--- config.mk ---
export PLATFORM = sky130hd
export DESIGN_NAME = mlp_act_stage_flat
export DESIGN_NICKNAME = d
export VERILOG_FILES = /design/src/rtl/mlp_act_stage_if.sv /design/src/rtl/mlp_act_stage.sv /design/src/flat_wrapper.sv
export SDC_FILE = /design/constraint.sdc
export NUM_CORES = 1
export LEC_CHECK = 0
export ABC_AREA = 1
export CAP_MARGIN = 30
export CORE_MARGIN = 2
export CORE_UTILIZATION = 35
export CTS_BUF_LIST = sky130_fd_sc_hd__clkbuf_4 sky130_fd_sc_hd__clkbuf_8
export DETAILED_ROUTE_END_ITERATION = 10
export DONT_BUFFER_PORTS = 1
export SLEW_MARGIN = 15
export SYNTH_ARGS = -nofsm -noshare
export SYNTH_HDL_FRONTEND = slang
export SYNTH_SLANG_ARGS = --single-unit
--- constraint.sdc ---
create_clock -name clk -period 8.9 [get_ports clk]
set_input_delay 1.78 -clock clk [delete_from_list [all_inputs] [get_ports clk]]
set_output_delay 1.78 -clock clk [all_outputs]
set_load 0.03 [all_outputs]
--- src/rtl/mlp_act_stage_if.sv ---
// Streaming interface of mlp_act_stage: accumulator input stream and activation output stream.
// The stage itself uses the slave modport; the producer/consumer side uses master.
interface mlp_act_stage_if #(
   parameter int ACC_WIDTH  = 64,
   parameter int DATA_WIDTH = 16,
   parameter int IDX_W      = 2
);
   logic                         in_valid;
   logic                         in_ready;
   logic signed [ACC_WIDTH-1:0]  in_acc;

   logic                         out_valid;
   logic                         out_ready;
   logic signed [DATA_WIDTH-1:0] out_data;
   logic [IDX_W-1:0]             out_idx;
   logic                         out_last;

   modport master (
      output in_valid, in_acc, out_ready,
      input  in_ready, out_valid, out_data, out_idx, out_last
   );

   modport slave (
      input  in_valid, in_acc, out_ready,
      output in_ready, out_valid, out_data, out_idx, out_last
   );
endinterface

--- src/rtl/mlp_act_stage.sv ---
// mlp_act_stage: per-neuron bias add, ReLU with positive saturation, and an output FIFO.
// Define ACT_LEAKY_EN to let negative sums leak with slope 1/8 instead of clamping to zero.
module mlp_act_stage #(
   parameter int  ACC_WIDTH   = 64,
   parameter int  DATA_WIDTH  = 16,
   parameter int  FRAC_BITS   = 8,
   parameter int  NUM_NEURONS = 4,
   parameter int  FIFO_DEPTH  = 4,
   localparam int IDX_W       = (NUM_NEURONS > 1) ? $clog2(NUM_NEURONS) : 1
) (
   input  logic                         clk,
   input  logic                         rst_n,
   mlp_act_stage_if.slave               bus,
   input  logic                         bias_wr_en,
   input  logic [IDX_W-1:0]             bias_wr_addr,
   input  logic signed [DATA_WIDTH-1:0] bias_wr_data,
   output logic [15:0]                  sat_count,
   input  logic                         sat_clr
);
   localparam int PTR_W = (FIFO_DEPTH > 1) ? $clog2(FIFO_DEPTH) : 1;
   localparam int CNT_W = PTR_W + 1;
   localparam int SUM_W = ACC_WIDTH + 1;
   localparam logic signed [SUM_W-1:0] POS_MAX =
      {{(SUM_W-DATA_WIDTH+1){1'b0}}, {(DATA_WIDTH-1){1'b1}}};

   // Bias registers
   logic signed [DATA_WIDTH-1:0] bias_q [NUM_NEURONS];
   logic signed [DATA_WIDTH-1:0] bias_d [NUM_NEURONS];

   // Neuron counter and stage 1
   logic [IDX_W-1:0]       cnt_q, cnt_d;
   logic                   s1_valid_q, s1_valid_d;
   logic signed [SUM_W-1:0] s1_sum_q, s1_sum_d;
   logic [IDX_W-1:0]       s1_idx_q, s1_idx_d;

   // Output FIFO
   logic signed [DATA_WIDTH-1:0] mem_data_q [FIFO_DEPTH];
   logic signed [DATA_WIDTH-1:0] mem_data_d [FIFO_DEPTH];
   logic [IDX_W-1:0]             mem_idx_q  [FIFO_DEPTH];
   logic [IDX_W-1:0]             mem_idx_d  [FIFO_DEPTH];
   logic                         mem_last_q [FIFO_DEPTH];
   logic                         mem_last_d [FIFO_DEPTH];
   logic [PTR_W-1:0]             wr_ptr_q, wr_ptr_d;
   logic [PTR_W-1:0]             rd_ptr_q, rd_ptr_d;
   logic [CNT_W-1:0]             count_q, count_d;

   logic [15:0] sat_count_q, sat_count_d;

   logic                         accept;
   logic                         push;
   logic                         pop;
   logic signed [DATA_WIDTH-1:0] bias_rd;
   logic signed [SUM_W-1:0]      sum;
   logic signed [DATA_WIDTH-1:0] act;
   logic                         sat_evt;

   // in_ready looks only at registered occupancy so it never depends on out_ready.
   assign bus.in_ready = (32'(count_q) + 32'(s1_valid_q)) < 32'(FIFO_DEPTH);
   assign accept       = bus.in_valid && bus.in_ready;
   assign push         = s1_valid_q;
   assign pop          = (count_q != '0) && bus.out_ready;

   assign bias_rd = bias_q[cnt_q];
   assign sum     = {bus.in_acc[ACC_WIDTH-1], bus.in_acc} + SUM_W'(bias_rd);

   assign bus.out_valid = (count_q != '0);
   assign bus.out_data  = mem_data_q[rd_ptr_q];
   assign bus.out_idx   = mem_idx_q[rd_ptr_q];
   assign bus.out_last  = mem_last_q[rd_ptr_q];
   assign sat_count     = sat_count_q;

`ifdef ACT_LEAKY_EN
   localparam logic signed [SUM_W-1:0] NEG_MIN =
      {{(SUM_W-DATA_WIDTH+1){1'b1}}, {(DATA_WIDTH-1){1'b0}}};
   logic signed [SUM_W-1:0] leak;
   assign leak = s1_sum_q >>> 3;
`endif

   always_comb begin
      act     = s1_sum_q[DATA_WIDTH-1:0];
      sat_evt = 1'b0;
      if (s1_sum_q[SUM_W-1]) begin
`ifdef ACT_LEAKY_EN
         act = (leak < NEG_MIN) ? NEG_MIN[DATA_WIDTH-1:0] : leak[DATA_WIDTH-1:0];
`else
         act = '0;
`endif
      end else if (s1_sum_q > POS_MAX) begin
         act     = POS_MAX[DATA_WIDTH-1:0];
         sat_evt = s1_valid_q;
      end
   end

   // A same-cycle bias write lands in bias_q only after the accept has used the old value.
   always_comb begin
      for (int i = 0; i < NUM_NEURONS; i++) begin
         bias_d[i] = bias_q[i];
         if (bias_wr_en && (bias_wr_addr == IDX_W'(i))) begin
            bias_d[i] = bias_wr_data;
         end
      end
   end

   always_comb begin
      cnt_d      = cnt_q;
      s1_valid_d = accept;
      s1_sum_d   = s1_sum_q;
      s1_idx_d   = s1_idx_q;
      if (accept) begin
         s1_sum_d = sum;
         s1_idx_d = cnt_q;
         cnt_d    = (cnt_q == IDX_W'(NUM_NEURONS - 1)) ? '0 : cnt_q + 1'b1;
      end
   end

   always_comb begin
      for (int i = 0; i < FIFO_DEPTH; i++) begin
         mem_data_d[i] = mem_data_q[i];
         mem_idx_d[i]  = mem_idx_q[i];
         mem_last_d[i] = mem_last_q[i];
         if (push && (wr_ptr_q == PTR_W'(i))) begin
            mem_data_d[i] = act;
            mem_idx_d[i]  = s1_idx_q;
            mem_last_d[i] = (s1_idx_q == IDX_W'(NUM_NEURONS - 1));
         end
      end
      wr_ptr_d = push ? wr_ptr_q + 1'b1 : wr_ptr_q;
      rd_ptr_d = pop  ? rd_ptr_q + 1'b1 : rd_ptr_q;
      count_d  = count_q + CNT_W'(push) - CNT_W'(pop);
   end

   // Clear wins over accumulation, but a coincident saturation is still counted.
   always_comb begin
      sat_count_d = sat_count_q;
      if (sat_clr) begin
         sat_count_d = sat_evt ? 16'd1 : 16'd0;
      end else if (sat_evt && (sat_count_q != 16'hFFFF)) begin
         sat_count_d = sat_count_q + 16'd1;
      end
   end

   always_ff @(posedge clk or negedge rst_n) begin
      if (!rst_n) begin
         for (int i = 0; i < NUM_NEURONS; i++) begin
            bias_q[i] <= '0;
         end
         for (int i = 0; i < FIFO_DEPTH; i++) begin
            mem_data_q[i] <= '0;
            mem_idx_q[i]  <= '0;
            mem_last_q[i] <= 1'b0;
         end
         cnt_q       <= '0;
         s1_valid_q  <= 1'b0;
         s1_sum_q    <= '0;
         s1_idx_q    <= '0;
         wr_ptr_q    <= '0;
         rd_ptr_q    <= '0;
         count_q     <= '0;
         sat_count_q <= '0;
      end else begin
         for (int i = 0; i < NUM_NEURONS; i++) begin
            bias_q[i] <= bias_d[i];
         end
         for (int i = 0; i < FIFO_DEPTH; i++) begin
            mem_data_q[i] <= mem_data_d[i];
            mem_idx_q[i]  <= mem_idx_d[i];
            mem_last_q[i] <= mem_last_d[i];
         end
         cnt_q       <= cnt_d;
         s1_valid_q  <= s1_valid_d;
         s1_sum_q    <= s1_sum_d;
         s1_idx_q    <= s1_idx_d;
         wr_ptr_q    <= wr_ptr_d;
         rd_ptr_q    <= rd_ptr_d;
         count_q     <= count_d;
         sat_count_q <= sat_count_d;
      end
   end
endmodule

--- src/flat_wrapper.sv ---
// flat-port wrapper written by rule: the top's interface ports become plain ports
module mlp_act_stage_flat 
#(
   parameter int  ACC_WIDTH   = 64,
   parameter int  DATA_WIDTH  = 16,
   parameter int  FRAC_BITS   = 8,
   parameter int  NUM_NEURONS = 4,
   parameter int  FIFO_DEPTH  = 4,
   localparam int IDX_W       = (NUM_NEURONS > 1) ? $clog2(NUM_NEURONS) : 1
)
  (clk, rst_n, bias_wr_en, bias_wr_addr, bias_wr_data, sat_count, sat_clr, bus_in_valid, bus_in_acc, bus_out_ready, bus_in_ready, bus_out_valid, bus_out_data, bus_out_idx, bus_out_last);
  mlp_act_stage_if #(.ACC_WIDTH(ACC_WIDTH), .DATA_WIDTH(DATA_WIDTH), .IDX_W((2))) bus_i ();
  input  logic clk;
  input  logic rst_n;
  input  logic bias_wr_en;
  input  logic [IDX_W-1:0] bias_wr_addr;
  input  logic signed [DATA_WIDTH-1:0] bias_wr_data;
  output logic [15:0] sat_count;
  input  logic sat_clr;
  input wire logic [$bits(bus_i.in_valid)-1:0] bus_in_valid;
  input wire logic [$bits(bus_i.in_acc)-1:0] bus_in_acc;
  input wire logic [$bits(bus_i.out_ready)-1:0] bus_out_ready;
  output wire logic [$bits(bus_i.in_ready)-1:0] bus_in_ready;
  output wire logic [$bits(bus_i.out_valid)-1:0] bus_out_valid;
  output wire logic [$bits(bus_i.out_data)-1:0] bus_out_data;
  output wire logic [$bits(bus_i.out_idx)-1:0] bus_out_idx;
  output wire logic [$bits(bus_i.out_last)-1:0] bus_out_last;
  assign bus_i.in_valid = bus_in_valid;
  assign bus_i.in_acc = bus_in_acc;
  assign bus_i.out_ready = bus_out_ready;
  assign bus_in_ready = bus_i.in_ready;
  assign bus_out_valid = bus_i.out_valid;
  assign bus_out_data = bus_i.out_data;
  assign bus_out_idx = bus_i.out_idx;
  assign bus_out_last = bus_i.out_last;
  mlp_act_stage #(.ACC_WIDTH(ACC_WIDTH), .DATA_WIDTH(DATA_WIDTH), .FRAC_BITS(FRAC_BITS), .NUM_NEURONS(NUM_NEURONS), .FIFO_DEPTH(FIFO_DEPTH)) u_core (.clk(clk), .rst_n(rst_n), .bus(bus_i), .bias_wr_en(bias_wr_en), .bias_wr_addr(bias_wr_addr), .bias_wr_data(bias_wr_data), .sat_count(sat_count), .sat_clr(sat_clr));
endmodule
==> results of run 1 <==
==> state kept, by name (all words and copies together) (netlist names) <==
name,count
u_core.cnt_q,2
u_core.count_q,3
u_core.s1_sum_q,65
u_core.s1_idx_q,2
u_core.push,1
u_core.rd_ptr_q,2
u_core.bias_q,64
u_core.mem_idx_q,8
u_core.sat_count,16
u_core.wr_ptr_q,2
u_core.mem_last_q,4
u_core.mem_data_q,64
==> cell type report <==
type / count / area [um^2]
Inverter: 394 / 1479
Clock inverter: 10 / 102.6
Antenna cell: 1 / 2.502
Clock buffer: 71 / 889.6
Timing Repair Buffer: 17 / 157.7
Sequential cell: 233 / 5831
Tap cell: 607 / 759.5
Fill cell: 5021 / 28360
Multi-Input combinational cell: 1882 / 8871
==> layer usage <==
layer | wire length (um) | track usage | share of wire
met4 | 1622 | 0.07642 | 0.030
met3 | 3959 | 0.05298 | 0.074
met1 | 24250 | 0.2945 | 0.45
met5 | 0 | 0 | 0
met2 | 23830 | 0.3395 | 0.44
==> metrics by stage <==
step | instance area (um^2) | utilization
2_1_floorplan | 16470 | -
6_report | 18090 | 0.3894
5_1_grt | 18090 | 0.3894
3_5_place_dp | 17080 | 0.3677
3_3_place_gp | 17040 | 0.3667
4_1_cts | 18070 | 0.3891
==> cell usage in the layout, fill, tap and decap left out, types with 4 or more instances in the layout <==
| master | Yosys | layout |
|---|---|---|
| nand2_2 | 4 | 4 |
| nor2_1 | 229 | 229 |
| buf_8 | 0 | 4 |
| xnor2_1 | 29 | 29 |
| clkinv_2 | 0 | 5 |
| clkbuf_8 | 0 | 57 |
| xor2_1 | 14 | 14 |
| o21ai_0 | 195 | 195 |
| o22ai_1 | 34 | 33 |
| nand2_1 | 973 | 973 |
| nand3_1 | 177 | 177 |
| dfrtp_1 | 233 | 233 |
| o21ai_1 | 4 | 4 |
| nand3b_1 | 22 | 22 |
| o21bai_1 | 4 | 4 |
| clkbuf_4 | 0 | 14 |
| a21oi_1 | 60 | 60 |
| nand4_1 | 14 | 14 |
| inv_1 | 390 | 390 |
| or2_2 | 5 | 5 |
| buf_4 | 2 | 13 |
| nor3_1 | 24 | 24 |
| ha_1 | 73 | 73 |
| nor4_1 | 5 | 5 |
==> final timing paths <==
check                                            from               endpoint  slack [ps]  depth (start not counted)
worst max-delay path               u_core.rd_ptr_q[0]        bus_out_data[3]        4410                          4
worst min-delay path            u_core.mem_data_q[36]  u_core.mem_data_q[36]         470                          2
worst max register to register        u_core.cnt_q[1]    u_core.s1_sum_q[30]        4720                         16
worst min register to register  u_core.mem_data_q[36]  u_core.mem_data_q[36]         470                          2
max in group asynchronous                       rst_n    u_core.sat_count[5]        7610                          0
min in group asynchronous                       rst_n      u_core.bias_q[43]         840                          0
==> tightest hold or removal path, delay by kind of cell, from the launching register on <==
family	cells	cell delay, ps
DFF	1	340
and+or+nand+nor	2	100
==> power breakdown <==
part	switching, W	internal [W]
Clock	0.000509	0.000667
Sequential	0.000253	0.00145
Combinational	0.00318	0.00140
Total	0.00395	0.00352
==> cell families after synthesis <==
logic type	Yosys count	synth area share
adders and majority gates	75	0.05790
buffers and inverters	465	0.1080
DFF	233	0.3541
AOI/OAI and AO/OA	298	0.09400
xor gates and xnor gates	43	0.02287
and+or+nand+nor	1466	0.3631
==> reports/results.txt, run 1 <==
Post-CTS resize count: 0
Worst slack, placed: 4586 ps
I/O Pins: 125
Drt initial violations: 1318
Area delta synth->final: 9.879%
GRT overflow: 0
Count leader, synth: nand2_1
Slowest stage cell, crit path: o22ai_1
Leak pwr: 9.847 nW
Max Cap Viol: 0
Avg Inst Size Synth: 6.382 um^2
Drt first pass iters: 5
Worst-path clk slew: 60 ps
Rel. slew slack: 0.3755
Kind of cell adding the most delay to the critical path: buffers and inverters
Max Clock Skew: 51.26 ps
F_max: 222.8 MHz
Period minus WS final: 4489 ps
Status: finished clean
Number of synthesized flops with an enable pin: 0
DRT antenna net count: 0
Vias in the first global route: 15460
Worst hold path class: flop to flop
Dominant cells by area after synthesis: dfrtp_1 (35%), nand2_1 (22%), inv_1 (8.9%)
CTS Buf Count: 46
Root Buffer: clkbuf_8
Setup crit start kind: flop
Routed WL per cell: 16.69 um
DP HPWL: 39870 um
Crit Path Max Fanout: 22
Top-area cell type share of the netlist area: 0.3541
Die area: 48800 um^2
Initial antenna violation count: 1
Global-route wire length before repair: 85010 um
Clock Latency Late Sink: 630 ps
Die height: 220.9 um
CP Class: flop to output pin
Share of cells above drive strength 1: 0.04450
Tot GR Track Use: 0.2179
Via count: 16067
Port Buffer Count: 0
Final setup vio count: 0
Setup tns final: 0 ps
DP Cell Count: 3132
Worst setup slack after layout: 4411 ps
Largest net degree at the start of global routing: 234
Top FF cell, synth: dfrtp_1
Register area share after synthesis: 0.3541
Flops & latches, synth: 233
Hold Vio Cnt, Final: 0
Post-synth top cells: nand2_1 (973), inv_1 (390), dfrtp_1 (233)
Mapped Area: 16470 um^2
Vias per cell: 4.998
Die W: 220.9 um
Slew at the pin with the worst max-slew slack: 934.5 ps
WP data required: 7120 ps
Final worst path period share: 0.5043
Overall power: 0.007468 W
Max stage delay on crit path: 760 ps
Worst Path Buf+Inv: 2
Post-route DRC violation count: 0
Worst EP arrival: 2710 ps
Crit-path cells: inv_1 -> buf_4 -> o21ai_0 -> o22ai_1
CTS tree: done
CTS Hold Bufs: 0
CTS sink cnt: 233
Syn nets: 2743
Post-Route WL: 53660 um
Htree depth: 2
Row count: 79
Synth area leader: dfrtp_1
Postcts setup bufs: 0
Pwr dens: 412.8 nW/um^2
Core area: 46460 um^2
RSZ-0062 raised after global routing: no
Library cells used by synthesis: 39
Peak supply drop: 192.4 uV
Post-layout nets: 2737
Max Slew Vio Count: 0
Post-synth ARST share: 1.000
Cell Count, Final, Fillers Out: 3215
Synth Instances: 2580
Yosys warns: 0
Starting Density: 0.3544
CTS max path bufs: 3
Routability-driven placement congestion ratio: 0.9062
Hold WS: 473.8 ps
Crit path capture type: output pin
(Power assumes the default switching activity.)
==> run 2: changes to the inputs <==
==> constraint.sdc (replaced) <==
create_clock -name clk -period 3.85 [get_ports clk]
set_input_delay 0.77 -clock clk [delete_from_list [all_inputs] [get_ports clk]]
set_output_delay 0.77 -clock clk [all_outputs]
set_load 0.03 [all_outputs]
==> run 2 against run 1 <==
The flow now finishes with violations (negative hold slack). Global-route usage grew 0.18 points. Sequential power grew 130%. First-iteration DRC count grew 4.8%. Largest cell class unchanged. Largest power group unchanged. Highest routed layer unchanged.
==> reports/results.txt, run 2 (same netlist as run 1, synthesis figures left out) <==
Most frequent cells in the layout: nand2_1 (973), inv_1 (390), dfrtp_1 (233)
Largest Register: u_core.s1_sum_q
CTS sink cnt: 233
CP Class: flop to flop
Share of cells above drive strength 1: 0.04887
Core area: 46460 um^2
Global-route wire length before repair: 85010 um
Violated checks: negative hold slack
Switch share: 0.5255
I/O Pins: 125
Via count: 15925
Max reg flops: 65
Worst slack, placed: 499.1 ps
Final Core Density: 0.3910
RSZ-0062 raised after global routing: no
Switch Pwr: 0.009124 W
CP most frequent cell: nand2_1
Tot GR Track Use: 0.2198
Max stage delay on crit path: 480 ps
Max Cap Viol: 0
Status: finished with violations
Largest net degree at the start of global routing: 234
Pwr dens: 955.8 nW/um^2
Routability-driven placement congestion ratio: 0.9783
Clock power frac: 0.141
Cell Count, Final, Fillers Out: 3226
Die height: 220.9 um
Post-Route WL: 54170 um
Hold WS: -125.1 ps
CTS Buf Count: 42
Port Buffer Count: 0
Area delta synth->final: 10.33%
DP HPWL: 41330 um
DP Cell Count: 3155
Setup crit start kind: flop
Hold Vio Cnt, Final: 169
Comb pwr share: 0.634
WP data required: 4310 ps
Die W: 220.9 um
Routed WL per cell: 16.79 um
Row count: 79
Crit-path cells: buf_4 -> o21ai_0 -> o22ai_4 -> buf_12 -> ha_1 -> nand2_1 -> nor2_1 -> nand2_1 -> inv_1 -> nand2_1 -> nor3_1 -> nand2_1 -> nand3b_1 -> nand2_1 -> nand3_1 -> nand2_1
F_max: 289.3 MHz
Crit Path Max Fanout: 49
Met2 Wirelength: 24120 um
WL met3: 3748 um
Postcts setup bufs: 0
Slew at the pin with the worst max-slew slack: 807.9 ps
Crit path capture type: flop
GRT overflow: 0
Overall power: 0.01736 W
Drt initial violations: 1381
CTS tree: done
Critical path depth: 16
Final setup vio count: 0
Max Clock Skew: 26.70 ps
Final worst path period share: 0.8979
Starting Density: 0.3544
Worst setup slack after layout: 393.3 ps
Max Slew Vio Count: 0
DRT antenna net count: 0
Wl on met1: 24980 um
Slowest stage cell, crit path: ha_1
Post-CTS resize count: 0
Rel. slew slack: 0.4614
Initial antenna violation count: 0
Worst reg2reg path depth: 16
Post-route DRC violation count: 0
Max Used Layer: met4
CTS max path bufs: 3
Worst Path Buf+Inv: 3
Drt first pass iters: 5
Worst EP arrival: 3920 ps
Largest regs: u_core.s1_sum_q x65, u_core.bias_q x64, u_core.mem_data_q x64
Root Buffer: clkbuf_8
Leak pwr: 9.909 nW
Peak supply drop: 457.5 uV
Kind of cell adding the most delay to the critical path: simple AND/OR/NAND/NOR gates
Post-layout nets: 2756
Die area: 48800 um^2
Flop pwr share: 0.225
Period minus WS final: 3457 ps
Worst-path clk slew: 50 ps
Vias per cell: 4.936
Setup tns final: 0 ps
Clock Latency Late Sink: 600 ps
# diodes: 0
Vias in the first global route: 15154
Int Power: 0.008240 W
Htree depth: 2
RR Startpoint: u_core.cnt_q[0]
Worst hold path class: input pin to async pin
Critical path startpoint: u_core.cnt_q[0]
Most common cell after layout, fill and taps aside: nand2_1
## run 2: changes by cell type in the layout (fill, tap and decap cells not counted)
cell	before	now
buf_4	13	34
diode_2	1	0
buf_12	0	2
clkbuf_4	14	11
inv_8	0	1
clkinvlp_4	2	1
clkinv_8	2	0
buf_16	0	1
clkbuf_8	57	51
buf_8	4	3
## run 2: area by class of cell
class                      count  area, um^2
fill                        5012       28290
multi-input combinational   1882        8871
sequential                   233        5831
inverter                     394        1479
clock buffer                  62       784.5
tap                          607       759.5
timing repair buffer          40       367.9
clock inverter                 8       73.82
## run 2: worst register-to-register path: stages, from the launching register on
cell and delay [ps]:
dfrtp_1 390, buf_4 200, o21ai_0 300, o22ai_4 120, buf_12 190, ha_1 530, nand2_1 140, nor2_1 350
nand2_1 250, inv_1 130, nand2_1 110, nor3_1 160, nand2_1 120, nand3b_1 110, nand2_1 50, nand3_1 120
nand2_1 60
## run 2: per-stage QoR
step                hold WS (ps)  instance area, um^2
CTS                       -178.5                18150
floorplan                  441.4                16470
finish                    -125.1                18170
global route              -164.8                18170
global placement           456.9                17240
detailed placement         460.3                17290
## run 2: routing by layer
layer,global-route usage,vias up
met3,0.04196,71
li1,-,8069
met4,0.06062,0
met2,0.3495,456
met5,0,-
met1,0.3049,7329
## run 2: worst paths after layout
path / to / slack, ps
max: u_core.s1_sum_q[52] / 390
min: u_core.bias_q[42] / -130
max reg2reg: u_core.s1_sum_q[52] / 390
min reg2reg: u_core.mem_data_q[35] / 470
max in group asynchronous: u_core.s1_sum_q[63] / 3410
min in group clk: u_core.sat_count[8] / 330
## run 2: power by group through the flow
| stage | Combinational [W] | Clock (W) | Sequential [W] |
|---|---|---|---|
| final | 0.0110 | 0.00245 | 0.00391 |
| after global routing | 0.0123 | 0.00262 | 0.00402 |
| after CTS | 0.0109 | 0.00252 | 0.00391 |
| after detailed placement | 0.0109 | 0 | 0.00394 |
| after global placement | 0.0108 | 0 | 0.00392 |
| after floorplan | 0.00761 | 0 | 0.00377 |
